<file path="config.mk">
export PLATFORM = sky130hd
export DESIGN_NAME = lock_sequencer
export DESIGN_NICKNAME = d
export VERILOG_FILES = /design/src/rtl/lock_sequencer.sv
export SDC_FILE = /design/constraint.sdc
export NUM_CORES = 1
export LEC_CHECK = 0
export CORE_AREA = 5 5 158 160
export CTS_CLUSTER_SIZE = 12
export DETAILED_ROUTE_END_ITERATION = 6
export DIE_AREA = 0 0 163 165
export SYNTH_ARGS = -nofsm -noshare
export SYNTH_HDL_FRONTEND = slang
export SYNTH_SLANG_ARGS = --single-unit
export TNS_END_PERCENT = 10
</file>
<file path="constraint.sdc">
create_clock -name clk_in -period 6.3 [get_ports clk_in]
set_input_delay 0.63 -clock clk_in [delete_from_list [all_inputs] [get_ports clk_in]]
set_output_delay 0.63 -clock clk_in [all_outputs]
set_load 0.005 [all_outputs]
</file>
<file path="src/rtl/lock_sequencer.sv">
// Lock acquisition controller for one servo channel.
// Walks IDLE -> SETTLE -> ACQUIRE -> LOCKED. Loss of lock triggers a relock
// attempt back in ACQUIRE. Acquire timeout or running out of relock attempts
// parks the channel in FAULT until the host clears it.
module lock_sequencer #(
  parameter int TMO_WIDTH   = 32,
  parameter int RETRY_WIDTH = 8
) (
  input  logic                   clk_in,
  input  logic                   rst_n_in,
  input  logic                   enable_in,
  input  logic signed [15:0]     minval_in,
  input  logic signed [15:0]     maxval_in,
  input  logic signed [15:0]     signal_in,
  input  logic [1:0]             railed_in,
  input  logic [15:0]            settle_cycles_in,
  input  logic [15:0]            lock_cycles_in,
  input  logic [15:0]            unlock_cycles_in,
  input  logic [TMO_WIDTH-1:0]   timeout_in,
  input  logic [RETRY_WIDTH-1:0] max_retries_in,
  input  logic                   fault_clear_in,
  output logic                   loop_enable_out,
  output logic                   relock_on_out,
  output logic                   clear_out,
  output logic                   locked_out,
  output logic                   fault_out,
  output logic [2:0]             state_out,
  output logic [RETRY_WIDTH-1:0] retry_count_out
);

  localparam logic [2:0] S_IDLE    = 3'd0;
  localparam logic [2:0] S_SETTLE  = 3'd1;
  localparam logic [2:0] S_ACQUIRE = 3'd2;
  localparam logic [2:0] S_LOCKED  = 3'd3;
  localparam logic [2:0] S_FAULT   = 3'd4;

  localparam logic [TMO_WIDTH-1:0]   TMO_ONE   = {{(TMO_WIDTH-1){1'b0}}, 1'b1};
  localparam logic [RETRY_WIDTH-1:0] RETRY_ONE = {{(RETRY_WIDTH-1){1'b0}}, 1'b1};

  logic [2:0]             state_q, state_d;
  logic                   in_win_q, in_win_d;
  logic [15:0]            settle_cnt_q, settle_cnt_d;
  logic [15:0]            win_cnt_q, win_cnt_d;
  logic [15:0]            bad_cnt_q, bad_cnt_d;
  logic [TMO_WIDTH-1:0]   tmo_cnt_q, tmo_cnt_d;
  logic [RETRY_WIDTH-1:0] retry_q, retry_d;

  logic [15:0]            lock_tgt, unlock_tgt;
  logic [15:0]            settle_inc, win_next, bad_next;
  logic [TMO_WIDTH-1:0]   tmo_next;
  logic [RETRY_WIDTH-1:0] retry_inc;

  // A zero dwell setting means a single cycle is enough.
  assign lock_tgt   = (lock_cycles_in   == 16'd0) ? 16'd1 : lock_cycles_in;
  assign unlock_tgt = (unlock_cycles_in == 16'd0) ? 16'd1 : unlock_cycles_in;

  // Saturating counter candidates; run counters restart on a break in the run.
  assign settle_inc = (settle_cnt_q == 16'hFFFF) ? settle_cnt_q : settle_cnt_q + 16'd1;
  assign win_next   = !in_win_q ? 16'd0 :
                      ((win_cnt_q == 16'hFFFF) ? win_cnt_q : win_cnt_q + 16'd1);
  assign bad_next   = in_win_q ? 16'd0 :
                      ((bad_cnt_q == 16'hFFFF) ? bad_cnt_q : bad_cnt_q + 16'd1);
  assign tmo_next   = (tmo_cnt_q == {TMO_WIDTH{1'b1}}) ? tmo_cnt_q : tmo_cnt_q + TMO_ONE;
  assign retry_inc  = (retry_q == {RETRY_WIDTH{1'b1}}) ? retry_q : retry_q + RETRY_ONE;

  // Window qualification: strictly inside the bounds and loop filter not railed.
  assign in_win_d = (signal_in > minval_in) && (signal_in < maxval_in) &&
                    (railed_in == 2'b00);

  // Next-state and counter update; limits compare with >= so a limit lowered
  // below the running count takes effect immediately.
  always_comb begin
    state_d      = state_q;
    settle_cnt_d = settle_cnt_q;
    win_cnt_d    = win_cnt_q;
    bad_cnt_d    = bad_cnt_q;
    tmo_cnt_d    = tmo_cnt_q;
    retry_d      = retry_q;

    case (state_q)
      S_IDLE: state_d = S_SETTLE;
      S_SETTLE: begin
        if (settle_cnt_q >= settle_cycles_in) state_d = S_ACQUIRE;
        else                                  settle_cnt_d = settle_inc;
      end
      S_ACQUIRE: begin
        win_cnt_d = win_next;
        tmo_cnt_d = tmo_next;
        if (win_next >= lock_tgt)
          state_d = S_LOCKED;
        else if ((timeout_in != '0) && (tmo_next >= timeout_in))
          state_d = S_FAULT;
      end
      S_LOCKED: begin
        bad_cnt_d = bad_next;
        if (bad_next >= unlock_tgt) begin
          if (retry_q >= max_retries_in) begin
            state_d = S_FAULT;
          end else begin
            retry_d = retry_inc;
            state_d = S_ACQUIRE;
          end
        end
      end
      S_FAULT: if (fault_clear_in) state_d = S_IDLE;
      default: state_d = S_IDLE;
    endcase

    if (!enable_in) state_d = S_IDLE;

    // Every state entry starts its dwell/run counters from zero.
    if (state_d != state_q) begin
      settle_cnt_d = 16'd0;
      win_cnt_d    = 16'd0;
      bad_cnt_d    = 16'd0;
      tmo_cnt_d    = '0;
    end
    if (state_d == S_IDLE) retry_d = '0;
  end

  // State, counters and Moore outputs decoded from the next state so they line
  // up with state_out; clear fires only on the way into SETTLE.
  always_ff @(posedge clk_in or negedge rst_n_in) begin
    if (!rst_n_in) begin
      state_q         <= S_IDLE;
      in_win_q        <= 1'b0;
      settle_cnt_q    <= 16'd0;
      win_cnt_q       <= 16'd0;
      bad_cnt_q       <= 16'd0;
      tmo_cnt_q       <= '0;
      retry_q         <= '0;
      loop_enable_out <= 1'b0;
      relock_on_out   <= 1'b0;
      clear_out       <= 1'b0;
      locked_out      <= 1'b0;
      fault_out       <= 1'b0;
    end else begin
      state_q         <= state_d;
      in_win_q        <= in_win_d;
      settle_cnt_q    <= settle_cnt_d;
      win_cnt_q       <= win_cnt_d;
      bad_cnt_q       <= bad_cnt_d;
      tmo_cnt_q       <= tmo_cnt_d;
      retry_q         <= retry_d;
      loop_enable_out <= (state_d == S_ACQUIRE) || (state_d == S_LOCKED);
      relock_on_out   <= (state_d == S_ACQUIRE) || (state_d == S_LOCKED);
      clear_out       <= (state_d == S_SETTLE) && (state_q != S_SETTLE);
      locked_out      <= (state_d == S_LOCKED);
      fault_out       <= (state_d == S_FAULT);
    end
  end

  assign state_out       = state_q;
  assign retry_count_out = retry_q;

endmodule

</file>
==> flow_summary.rst <==
.. list-table::
   :header-rows: 1

   * - Metric
     - Value
   * - Type of origin of the critical path
     - flop
   * - Most repeated cell in the gate-level netlist after synthesis
     - sky130_fd_sc_hd__nor2_1
   * - Hold buffer count at cts
     - 0
   * - Number of search-and-repair iterations in the first detailed-routing pass
     - 6
   * - Cell chain of the critical path
     - ha_1, nand3_1, or4_1, nor4_4, buf_4, a21oi_1, nand2_1, nor3_1, xor2_1, ha_1, nand2_1, nor4_2, o221ai_1, nand2_1, a31oi_1, o32ai_1, a221o_2, buf_4, buf_4, nor2_1
   * - Final worst path period need
     - 5.628 ns
   * - Root Driver
     - sky130_fd_sc_hd__clkbuf_16
   * - Dominant register cell in the synthesized netlist
     - sky130_fd_sc_hd__dfrtp_1
   * - Smallest setup slack after layout
     - 0.6724 ns
   * - Required @ worst endpoint
     - 6.53 ns
   * - Number of enable-type register cells in the synthesized netlist
     - 0
   * - Arr. time, crit path
     - 5.86 ns
   * - Share of synthesized flip-flops with an asynchronous set or reset
     - 100.0%
   * - Sequential area share after synthesis
     - 26.22%
   * - Flip-flop and latch count after synthesis
     - 96
   * - Largest net degree at the start of global routing
     - 54
   * - R2r startpoint
     - tmo_cnt_q[0]
   * - Leakage power summed over all cells
     - 5.355 nW
   * - Clock transition time at the flip-flop clock pins of the worst setup and hold paths
     - 0.06 ns
   * - Leading cell types by total area after synthesis
     - sky130_fd_sc_hd__dfrtp_1, sky130_fd_sc_hd__ha_1, sky130_fd_sc_hd__xnor2_1
   * - DRC violation count after routing
     - 0
   * - Number of levels in the clock H-tree
     - 3
   * - Count of endpoints failing hold in the final timing report
     - 0
   * - Clock tree from TritonCTS
     - yes
   * - Post-route setup TNS
     - 0 ns
   * - Filler instances
     - 2,308
   * - Slowest cell on crit path
     - sky130_fd_sc_hd__or4_1
   * - Die Span Y
     - 165 um
   * - Top cell type by total area after synthesis
     - sky130_fd_sc_hd__dfrtp_1
   * - Effective utilization at floorplan
     - 39.38%
   * - Number of different library cells in the post-synthesis netlist
     - 64
   * - Antenna Cells
     - 0
   * - Register Area
     - 2402 um^2
   * - Placer's final routability congestion estimate
     - 0.8778
   * - Global Route Usage Sum
     - 18.31%
   * - Worst ir drop on vdd
     - 0.00008811 V
   * - Worst hold slack
     - 0.2718 ns
   * - Worst slew margin relative to its limit
     - 51.83%
   * - Detailed Route WL
     - 24,460 um
   * - Global-route wire length before repair
     - 40,430 um
   * - Number of setup violations in the final report
     - 0
   * - Worst Hold Class
     - in2async
   * - Number of buffers inserted during clock tree synthesis
     - 9
   * - Maximum root-to-sink buffer count
     - 2
   * - Average cell area after synthesis
     - 7.810 um^2
   * - HPWL after detailed placement
     - 19,540 um
   * - Post-placement worst setup slack
     - 0.4508 ns
   * - Area taken by multi-input logic gates
     - 6081 um^2
   * - Count of vias placed by the detailed router
     - 8,524
   * - Area of the die
     - 26,900 um^2
   * - Max-Cap Viols
     - 0
   * - Skew-Pair Late Insertion Delay
     - 0.35 ns
   * - Vias in the first global route
     - 8,333
   * - Antenna violations before repair
     - 0
   * - Standard-cell row count
     - 56
   * - Yosys Warn Count
     - 0
   * - Number of cells produced by synthesis
     - 1,173
   * - Final-stage net count
     - 1,581
   * - Crit path largest cell delay
     - 0.58 ns
   * - Share of layout cells above drive strength 1
     - 3.333%
   * - Final cycle utilization of the critical path
     - 89.33%
   * - Post-synth design cell area
     - 9161 um^2
   * - Final setup skew
     - 0.01092 ns
   * - Post-synthesis to final-layout area growth
     - 24.39%
   * - Die X
     - 163 um
   * - Maximum achievable frequency
     - 177.7 MHz
   * - Clock Sinks
     - 96
   * - Global-route congestion overflow total
     - 0
   * - CP Max Fanout
     - 29
   * - Top cell type's share of synthesized area
     - 26.22%
   * - Result of the run
     - finished clean
   * - Unrepaired setup endpoints after global routing
     - no
   * - Cell types with the highest counts after synthesis
     - sky130_fd_sc_hd__nor2_1, sky130_fd_sc_hd__inv_1, sky130_fd_sc_hd__ha_1, sky130_fd_sc_hd__dfrtp_1, sky130_fd_sc_hd__nand2_1
   * - Number of nets with antenna violations after routing
     - 0
   * - Count of pins over their slew limit
     - 0
   * - Critical path type
     - reg2reg
   * - Post-DR wirelength/cell
     - 14.93 um
   * - Top Ports
     - 158
   * - Startpoint of the worst setup timing path
     - tmo_cnt_q[0]
   * - Port Buffers
     - 157
   * - Core Footprint
     - 23,260 um^2
   * - Tightest Pin Transition
     - 0.7226 ns
   * - Starting DRT DRC Count
     - 388
   * - Ratio of total power to cell area
     - 128.9 nW/um^2
   * - Kind of end point of the critical path
     - flop
   * - Via density per instance
     - 5.201
   * - Syn_nets
     - 1,439
worst max-delay path, delay by kind of cell (launching register included):
kind                       cells  cell delay, ns
AOI/OAI and AO/OA              5            1.38
and+or+nand+nor                9            2.13
DFF                            1            0.42
buffers and inverters          3            0.91
xor gates and xnor gates       1            0.15
adders and majority gates      2            0.52
cell families after synthesis:
kind of cell | count (synthesis) | share of synthesized area [%]
buffers and inverters | 178 | 7.484
flip-flops | 96 | 26.22
AND/OR/NAND/NOR | 453 | 23.82
AO/OA/AOI/OAI | 218 | 15.45
XOR/XNOR | 97 | 9.273
adder cells (fa/ha/maj) | 124 | 16.94
multiplexers | 7 | 0.8194
sequential cells by signal, indices dropped and copies added, names as in the netlist:
signal           count
retry_count_out      8
state_out            3
fault_out            1
clear_out            1
win_cnt_q           16
locked_out           1
bad_cnt_q           16
tmo_cnt_q           32
relock_on_out        1
settle_cnt_q        16
in_win_q             1
report_power, final:
part	internal [mW]	switching, mW	total (mW)	leakage, nW
clock	0.357	0.244	0.601	0.158
sequential	0.618	0.00451	0.623	1.34
combinational	0.131	0.114	0.246	3.86
total	1.11	0.363	1.47	5.36
stage by stage:
stage | area (um^2) | util, % | power (mW) | cells
after floorplan | 9161 | - | 0.7379 | 1173
after global placement | 11070 | 47.58 | 0.8795 | 1623
after detailed placement | 11070 | 47.58 | 0.8826 | 1623
after CTS | 11390 | 48.96 | 1.488 | 1639
after global routing | 11400 | 48.99 | 1.542 | 1639
final | 11400 | 48.99 | 1.469 | 1639
worst paths after layout:
kind	endpoint	slack [ns]	depth (start not counted)
min in group clk_in	bad_cnt_q[15]	0.56	2
max in group asynchronous	tmo_cnt_q[26]	4.92	2
hold / removal	settle_cnt_q[8]	0.27	1
hold reg to reg	bad_cnt_q[15]	0.56	2
setup reg to reg	settle_cnt_q[4]	0.67	20
setup / recovery	settle_cnt_q[4]	0.67	20
cell usage in the layout, fill, tap and decap left out, drive strengths merged, types with 4 or more instances in the layout:
cell,n
clkdlybuf4s50,156
nor2,140
inv,137
ha,124
nand2,96
dfrtp,96
a21oi,83
xnor2,64
nand3,57
nor3,40
xor2,33
o21ai,31
nand4,27
and3,23
nor4,22
a21o,21
buf,15
a31oi,11
a211oi,10
clkbuf,10
nand2b,9
and2,9
nor2b,7
a211o,7
or4,6
or3,6
o21a,6
a22oi,6
and4,5
o211ai,5
mux2,4
a21boi,4
o31ai,4
clkinv,4
a2111oi,4
final cells by class:
type	instances	area share (%)
Timing Repair Buffer	171	14.69
Inverter	138	4.545
Clock buffer	10	2.097
Sequential cell	96	21.08
Clock inverter	6	0.7246
Multi-Input combinational cell	899	53.36
Tap cell	319	3.502
metal layers:
metal  routed length (um)  global-route usage (%)
met1                11200                   24.18
met2                11490                   30.74
met3                 1432                   3.619
met4                  348                   4.918
met5                    0                       0
timing repair:
action	in CTS	in global routing
buffers inserted	0	0
endpoints found under the setup margin	0	16
gates resized for setup	0	1
(Power assumes the default switching activity.)
